## src/rtl/motor_dense_pkg.sv

```systemverilog
// Shared types, constants and quantisation for the ap_fixed<21,7> dense layer.
// Define MOTOR_DENSE_SAT_EN to saturate instead of wrap on output overflow.
package motor_dense_pkg;

    localparam int unsigned D_W    = 21;
    localparam int unsigned I_W    = 7;
    localparam int unsigned F_W    = 14;
    localparam int unsigned PROD_W = 42;

    localparam int unsigned N_IN_DEF  = 4;
    localparam int unsigned N_OUT_DEF = 3;

    function automatic int unsigned clog2(input int unsigned v);
        int unsigned r;
        r = 0;
        for (int k = 0; k < 32; k++) begin
            if ((32'd1 << k) < v) r = k + 1;
        end
        return r;
    endfunction

    // Headroom for N_IN products plus the bias term.
    localparam int unsigned ACC_W = PROD_W + clog2(N_IN_DEF + 1);

    typedef enum logic [2:0] {
        StIdle,
        StBias,
        StMac,
        StStore,
        StDone
    } state_e;

    // w[i][j] at [21*(i*N_OUT+j) +: 21], highest index first.
    localparam logic [N_IN_DEF*N_OUT_DEF*D_W-1:0] W_DEFAULT = {
        21'h1FD2A4, 21'h0013B8, 21'h002F10,
        21'h001A3C, 21'h1FE6C0, 21'h000944,
        21'h1FF1D8, 21'h003562, 21'h1FCB0E,
        21'h0027A0, 21'h1FF83C, 21'h0011F6
    };

    localparam logic [N_OUT_DEF*D_W-1:0] B_DEFAULT = {
        21'h1FFA10, 21'h000C48, 21'h0003E2
    };

    function automatic logic [D_W-1:0] quantise(input logic [ACC_W-1:0] acc);
        logic [D_W-1:0] q;
        q = acc[F_W+D_W-1:F_W];
`ifdef MOTOR_DENSE_SAT_EN
        if (acc[ACC_W-1:F_W+D_W-1] != {(ACC_W-F_W-D_W+1){acc[ACC_W-1]}}) begin
            q = acc[ACC_W-1] ? {1'b1, {(D_W-1){1'b0}}} : {1'b0, {(D_W-1){1'b1}}};
        end
`endif
        return q;
    endfunction

endpackage

```

## src/rtl/motor_dense_mac.sv

```systemverilog
// Single signed 21x21 multiplier feeding a 45-bit accumulator; output is the
// quantised accumulator (wrap, or saturate under MOTOR_DENSE_SAT_EN).
module motor_dense_mac
    import motor_dense_pkg::*;
(
    input  logic           clk_i,
    input  logic           rst_i,
    input  logic           clear_i,
    input  logic           load_i,
    input  logic           acc_en_i,
    input  logic [D_W-1:0] bias_i,
    input  logic [D_W-1:0] a_i,
    input  logic [D_W-1:0] b_i,
    output logic [D_W-1:0] q_o
);

    logic signed [ACC_W-1:0]  acc_q, acc_d;
    logic signed [PROD_W-1:0] prod;

    assign prod = $signed(a_i) * $signed(b_i);

    always_comb begin
        acc_d = acc_q;
        if (clear_i) begin
            acc_d = '0;
        end else if (load_i) begin
            // Bias aligned to the 28-bit product fraction.
            acc_d = {{(ACC_W-D_W-F_W){bias_i[D_W-1]}}, bias_i, {F_W{1'b0}}};
        end else if (acc_en_i) begin
            acc_d = acc_q + prod;
        end
    end

    always_ff @(posedge clk_i or posedge rst_i) begin
        if (rst_i) begin
            acc_q <= '0;
        end else begin
            acc_q <= acc_d;
        end
    end

    assign q_o = quantise(acc_q);

endmodule

```

## src/rtl/motor_dense_seq_21_7.sv

```systemverilog
// Time-multiplexed dense layer with ap_ctrl_hs handshake; one MAC per cycle.
// Output overflow wraps unless MOTOR_DENSE_SAT_EN is defined.
module motor_dense_seq_21_7
    import motor_dense_pkg::*;
#(
    parameter int unsigned                N_IN   = N_IN_DEF,
    parameter int unsigned                N_OUT  = N_OUT_DEF,
    parameter logic [N_IN*N_OUT*D_W-1:0]  W_INIT = W_DEFAULT,
    parameter logic [N_OUT*D_W-1:0]       B_INIT = B_DEFAULT
) (
    input  logic                  ap_clk,
    input  logic                  ap_rst,
    input  logic                  ap_start,
    output logic                  ap_idle,
    output logic                  ap_done,
    output logic                  ap_ready,
    input  logic [N_IN*D_W-1:0]   x_in,
    output logic [N_OUT*D_W-1:0]  y_out
);

    localparam int unsigned IW = (N_IN > 1) ? clog2(N_IN) : 1;
    localparam int unsigned JW = (N_OUT > 1) ? clog2(N_OUT) : 1;

    state_e                 state_q, state_d;
    logic [IW-1:0]          i_q, i_d;
    logic [JW-1:0]          j_q, j_d;
    logic [N_IN*D_W-1:0]    x_q, x_d;
    logic [N_OUT*D_W-1:0]   y_q, y_d;

    logic                   mac_clear, mac_load, mac_acc;
    logic [D_W-1:0]         mac_a, mac_b, mac_bias, mac_q;

    assign mac_a    = x_q[D_W*i_q +: D_W];
    assign mac_b    = W_INIT[D_W*(i_q*N_OUT + j_q) +: D_W];
    assign mac_bias = B_INIT[D_W*j_q +: D_W];

    motor_dense_mac u_mac (
        .clk_i    (ap_clk),
        .rst_i    (ap_rst),
        .clear_i  (mac_clear),
        .load_i   (mac_load),
        .acc_en_i (mac_acc),
        .bias_i   (mac_bias),
        .a_i      (mac_a),
        .b_i      (mac_b),
        .q_o      (mac_q)
    );

    always_comb begin
        state_d   = state_q;
        i_d       = i_q;
        j_d       = j_q;
        x_d       = x_q;
        y_d       = y_q;
        mac_clear = 1'b0;
        mac_load  = 1'b0;
        mac_acc   = 1'b0;
        ap_done   = 1'b0;
        ap_ready  = 1'b0;
        ap_idle   = (state_q == StIdle);
        unique case (state_q)
            StIdle: begin
                if (ap_start) begin
                    x_d       = x_in;
                    j_d       = '0;
                    mac_clear = 1'b1;
                    state_d   = StBias;
                end
            end
            StBias: begin
                mac_load = 1'b1;
                i_d      = '0;
                state_d  = StMac;
            end
            StMac: begin
                mac_acc = 1'b1;
                if (i_q == IW'(N_IN - 1)) begin
                    state_d = StStore;
                end else begin
                    i_d = i_q + 1'b1;
                end
            end
            StStore: begin
                y_d[D_W*j_q +: D_W] = mac_q;
                if (j_q == JW'(N_OUT - 1)) begin
                    state_d = StDone;
                end else begin
                    j_d     = j_q + 1'b1;
                    state_d = StBias;
                end
            end
            StDone: begin
                ap_done  = 1'b1;
                ap_ready = 1'b1;
                state_d  = StIdle;
            end
            default: state_d = StIdle;
        endcase
    end

    always_ff @(posedge ap_clk or posedge ap_rst) begin
        if (ap_rst) begin
            state_q <= StIdle;
            i_q     <= '0;
            j_q     <= '0;
            x_q     <= '0;
            y_q     <= '0;
        end else begin
            state_q <= state_d;
            i_q     <= i_d;
            j_q     <= j_d;
            x_q     <= x_d;
            y_q     <= y_d;
        end
    end

    assign y_out = y_q;

endmodule

```

## config.mk

```make
export PLATFORM = sky130hd
export DESIGN_NAME = motor_dense_seq_21_7
export DESIGN_NICKNAME = d
export VERILOG_FILES = /design/src/rtl/motor_dense_pkg.sv /design/src/rtl/motor_dense_mac.sv /design/src/rtl/motor_dense_seq_21_7.sv
export SDC_FILE = /design/constraint.sdc
export NUM_CORES = 2
export LEC_CHECK = 0
export ABC_AREA = 1
export CAP_MARGIN = 20
export CORE_AREA = 5 5 201 203
export CTS_CLUSTER_DIAMETER = 60
export DETAILED_ROUTE_END_ITERATION = 7
export DIE_AREA = 0 0 206 208
export PLACE_DENSITY = 0.9
export SYNTH_ARGS = -nofsm -noshare
export SYNTH_HDL_FRONTEND = slang
export SYNTH_SLANG_ARGS = --single-unit
```

## constraint.sdc

```tcl
create_clock -name ap_clk -period 9.7 [get_ports ap_clk]
set_input_delay 1.455 -clock ap_clk [delete_from_list [all_inputs] [get_ports ap_clk]]
set_output_delay 1.455 -clock ap_clk [all_outputs]
set_load 0.005 [all_outputs]
```

==> results.cfg <==
[synth]
ys_seq_area_share_pct = 20.11
synth.cell_area_sq_um = 23400
yosys_warnings = 0
synth_edf_count = 0
synthFlopType = dfrtp_1
synthesis.nets = 3508
synth_seq_cells = 188
synthArstFlopShare_pct = 100.0
synthCells = 2866
avgSynthCellArea_sq_um = 8.164
synth.distinct_cells = 50

[place]
place_area_sq_um = 25380
place.gp.congestion = 1.009
portBuffers = 152
dp_hpwl_um = 54200

[setup_path]
cp-start-kind = register
slowest_delay_ns = 0.75
cp-end-kind = register
cp.arrival_ns = 9.56
cp_common_cell = inv_1
critPathSlowestCell = fa_2
cp.required_ns = 9.98
cp_max_fo = 17
criticalPathCategory = reg2reg

[route]
via_per_inst = 5.567
firstDrtPassIters = 6
vias = 19467
drt_wl_total_um = 66280
drtIter0Drc = 1956
wl_per_cell_um = 18.95
drc = 0
antenna_left = 0

[finish]
fin_util_pct = 67.89
final_common_cell = nand2_1
diodes = 0
fillers = 2972
final_area_sq_um = 25990
drive_gt1_share_pct = 3.860
area_growth_pct = 11.08
nets = 3608
final_cell_mix = 680 x nand2_1, 601 x inv_1, 388 x fa_1

[timing]
finalHoldViolCount = 0
worst_pin_slew_ns = 1.051
min_period_ns = 9.279
relSlewSlack_pct = 29.94
setup-tns-final_ns = 0
finClkSkew_ns = 0.01170
slew_viol_final = 0
hold_ws_ns = 0.4809
setup_violations = 0
finalCritPeriodShare_pct = 95.66
fmax_mhz = 107.8

[die]
initial_core_util_pct = 61.11
coreArea_sq_um = 38290
placementRows = 72
die_w_um = 206
die_area_sq_um = 42850
ios = 153
die_h_um = 208

[clock_network]
cts_hold_buf = 0
cts_root_buffer = clkbuf_16
clkLatencyLatePin_ns = 0.44
clk_pin_slew_ns = 0.07
cts_sinks = 188
ctsHtreeMaxLevel = 4
clockBufferDepth = 2
post_cts_buffers = 0
cts_tree = done
cts_buffers = 17

[hold_path]
hp-class = reg2reg

[grt]
overflow = 0
grt_pass1_vias = 20534
grt_pass1_wl_um = 108400
grt_antenna_before_repair = 0
grt_use_total_pct = 31.91
grt_start_max_net_pins = 106

[status]
status = finished, final reports clean

[run]
max-cap-violations = 0
[final timing paths]
check | startpoint | slack [ns] | cells past startpoint | end
worst min-delay path | x_q[25]$_DFFE_PP0P_ | 0.48 | 2 | x_q[25]$_DFFE_PP0P_
worst max-delay path | j_q[1]$_DFFE_PP0P_ | 0.42 | 34 | u_mac.acc_q[21]$_DFFE_PP0P_
worst max register to register | j_q[1]$_DFFE_PP0P_ | 0.42 | 34 | u_mac.acc_q[21]$_DFFE_PP0P_
min in group asynchronous | ap_rst | 1.57 | 2 | x_q[42]$_DFFE_PP0P_
worst min register to register | x_q[25]$_DFFE_PP0P_ | 0.48 | 2 | x_q[25]$_DFFE_PP0P_
max in group asynchronous | ap_rst | 6.84 | 4 | y_out[38]$_DFFE_PP0P_
[through the flow]
stage | setup WS (ns) | instances
floorplan | 0.8688 | 2866
global placement | 0.2931 | 3462
detailed placement | 0.2909 | 3464
CTS | 0.2263 | 3496
global route | -0.002701 | 3497
finish | 0.4207 | 3497
[Yosys cell counts (3+ instances only)]
| master | n | area [sq um] |
|---|---|---|
| clkinv_1 | 4 | 15.01 |
| nand3_2 | 3 | 30.03 |
| nand2_1 | 681 | 2556 |
| o21ai_0 | 127 | 635.6 |
| nand2_4 | 4 | 45.04 |
| buf_1 | 8 | 30.03 |
| inv_1 | 605 | 2271 |
| o21bai_1 | 3 | 22.52 |
| buf_2 | 20 | 100.1 |
| nand3_1 | 149 | 745.7 |
| o21a_1 | 4 | 30.03 |
| fa_1 | 389 | 7787 |
| nor3_1 | 7 | 35.03 |
| buf_6 | 5 | 56.30 |
| xor2_1 | 8 | 70.07 |
| ha_1 | 166 | 2077 |
| o22ai_1 | 6 | 37.54 |
| or2_2 | 3 | 18.77 |
| nor2_1 | 293 | 1100 |
| xnor2_1 | 5 | 43.79 |
| nand4_1 | 7 | 43.79 |
| nand2_2 | 10 | 62.56 |
| nand3b_1 | 3 | 22.52 |
| o211ai_1 | 3 | 22.52 |
| a21oi_1 | 43 | 215.2 |
| buf_4 | 5 | 37.54 |
| clkbuf_1 | 74 | 277.8 |
| dfrtp_1 | 188 | 4705 |
| o21ai_1 | 13 | 65.06 |
[routing by layer]
metal | vias to the layer above | wire length [um] | global-route usage, %
met5 | - | 0 | 0
met4 | 0 | 1959 | 8.743
met1 | 9517 | 26070 | 44.97
li1 | 8689 | - | -
met3 | 174 | 7190 | 6.509
met2 | 1087 | 31060 | 50.94
[layout make-up]
| type | instances | area [sq um] | share of cell area, % |
|---|---|---|---|
| multi-input cells | 1952 | 15880 | 61.11 |
| well taps | 518 | 648.1 | 2.494 |
| clock inverters | 12 | 100.1 | 0.3851 |
| clock buffers | 20 | 466.7 | 1.796 |
| repair buffers | 194 | 1864 | 7.173 |
| inverters | 613 | 2323 | 8.939 |
| flip-flops and latches | 188 | 4705 | 18.10 |
[kinds of logic after synthesis]
group                    after synthesis  synth area share (%)
AND/OR/NAND/NOR                     1169                 20.17
buffers and inverters                726                 12.08
adder cells (fa/ha/maj)              555                 42.16
AO/OA/AOI/OAI                        215                 4.994
flip-flops                           188                 20.11
XOR/XNOR                              13                0.4866
[state kept, by name, summed over array words and instances, names as in the netlist]
| register | flops |
|---|---|
| x_q | 84 |
| y_out | 63 |
| u_mac.acc_q | 34 |
| state_q | 3 |
| i_q | 2 |
| j_q | 2 |
[worst max-delay path, delay by kind of cell, from the launching register on]
family / cells / cell delay (ns)
flops: 1 / 0.41
fa+ha+maj: 12 / 5.67
simple gates: 3 / 0.27
compound gates: 9 / 1.79
buf+inv: 10 / 0.96
[what timing repair did]
item	CTS	global route
setup endpoints to repair	0	10
endpoints found under the hold margin	0	0
gates resized for setup	0	7
Power is left out: the tool's default activity adds up to more than one toggle a clock period on the data nets, which glitch-free logic cannot reach.
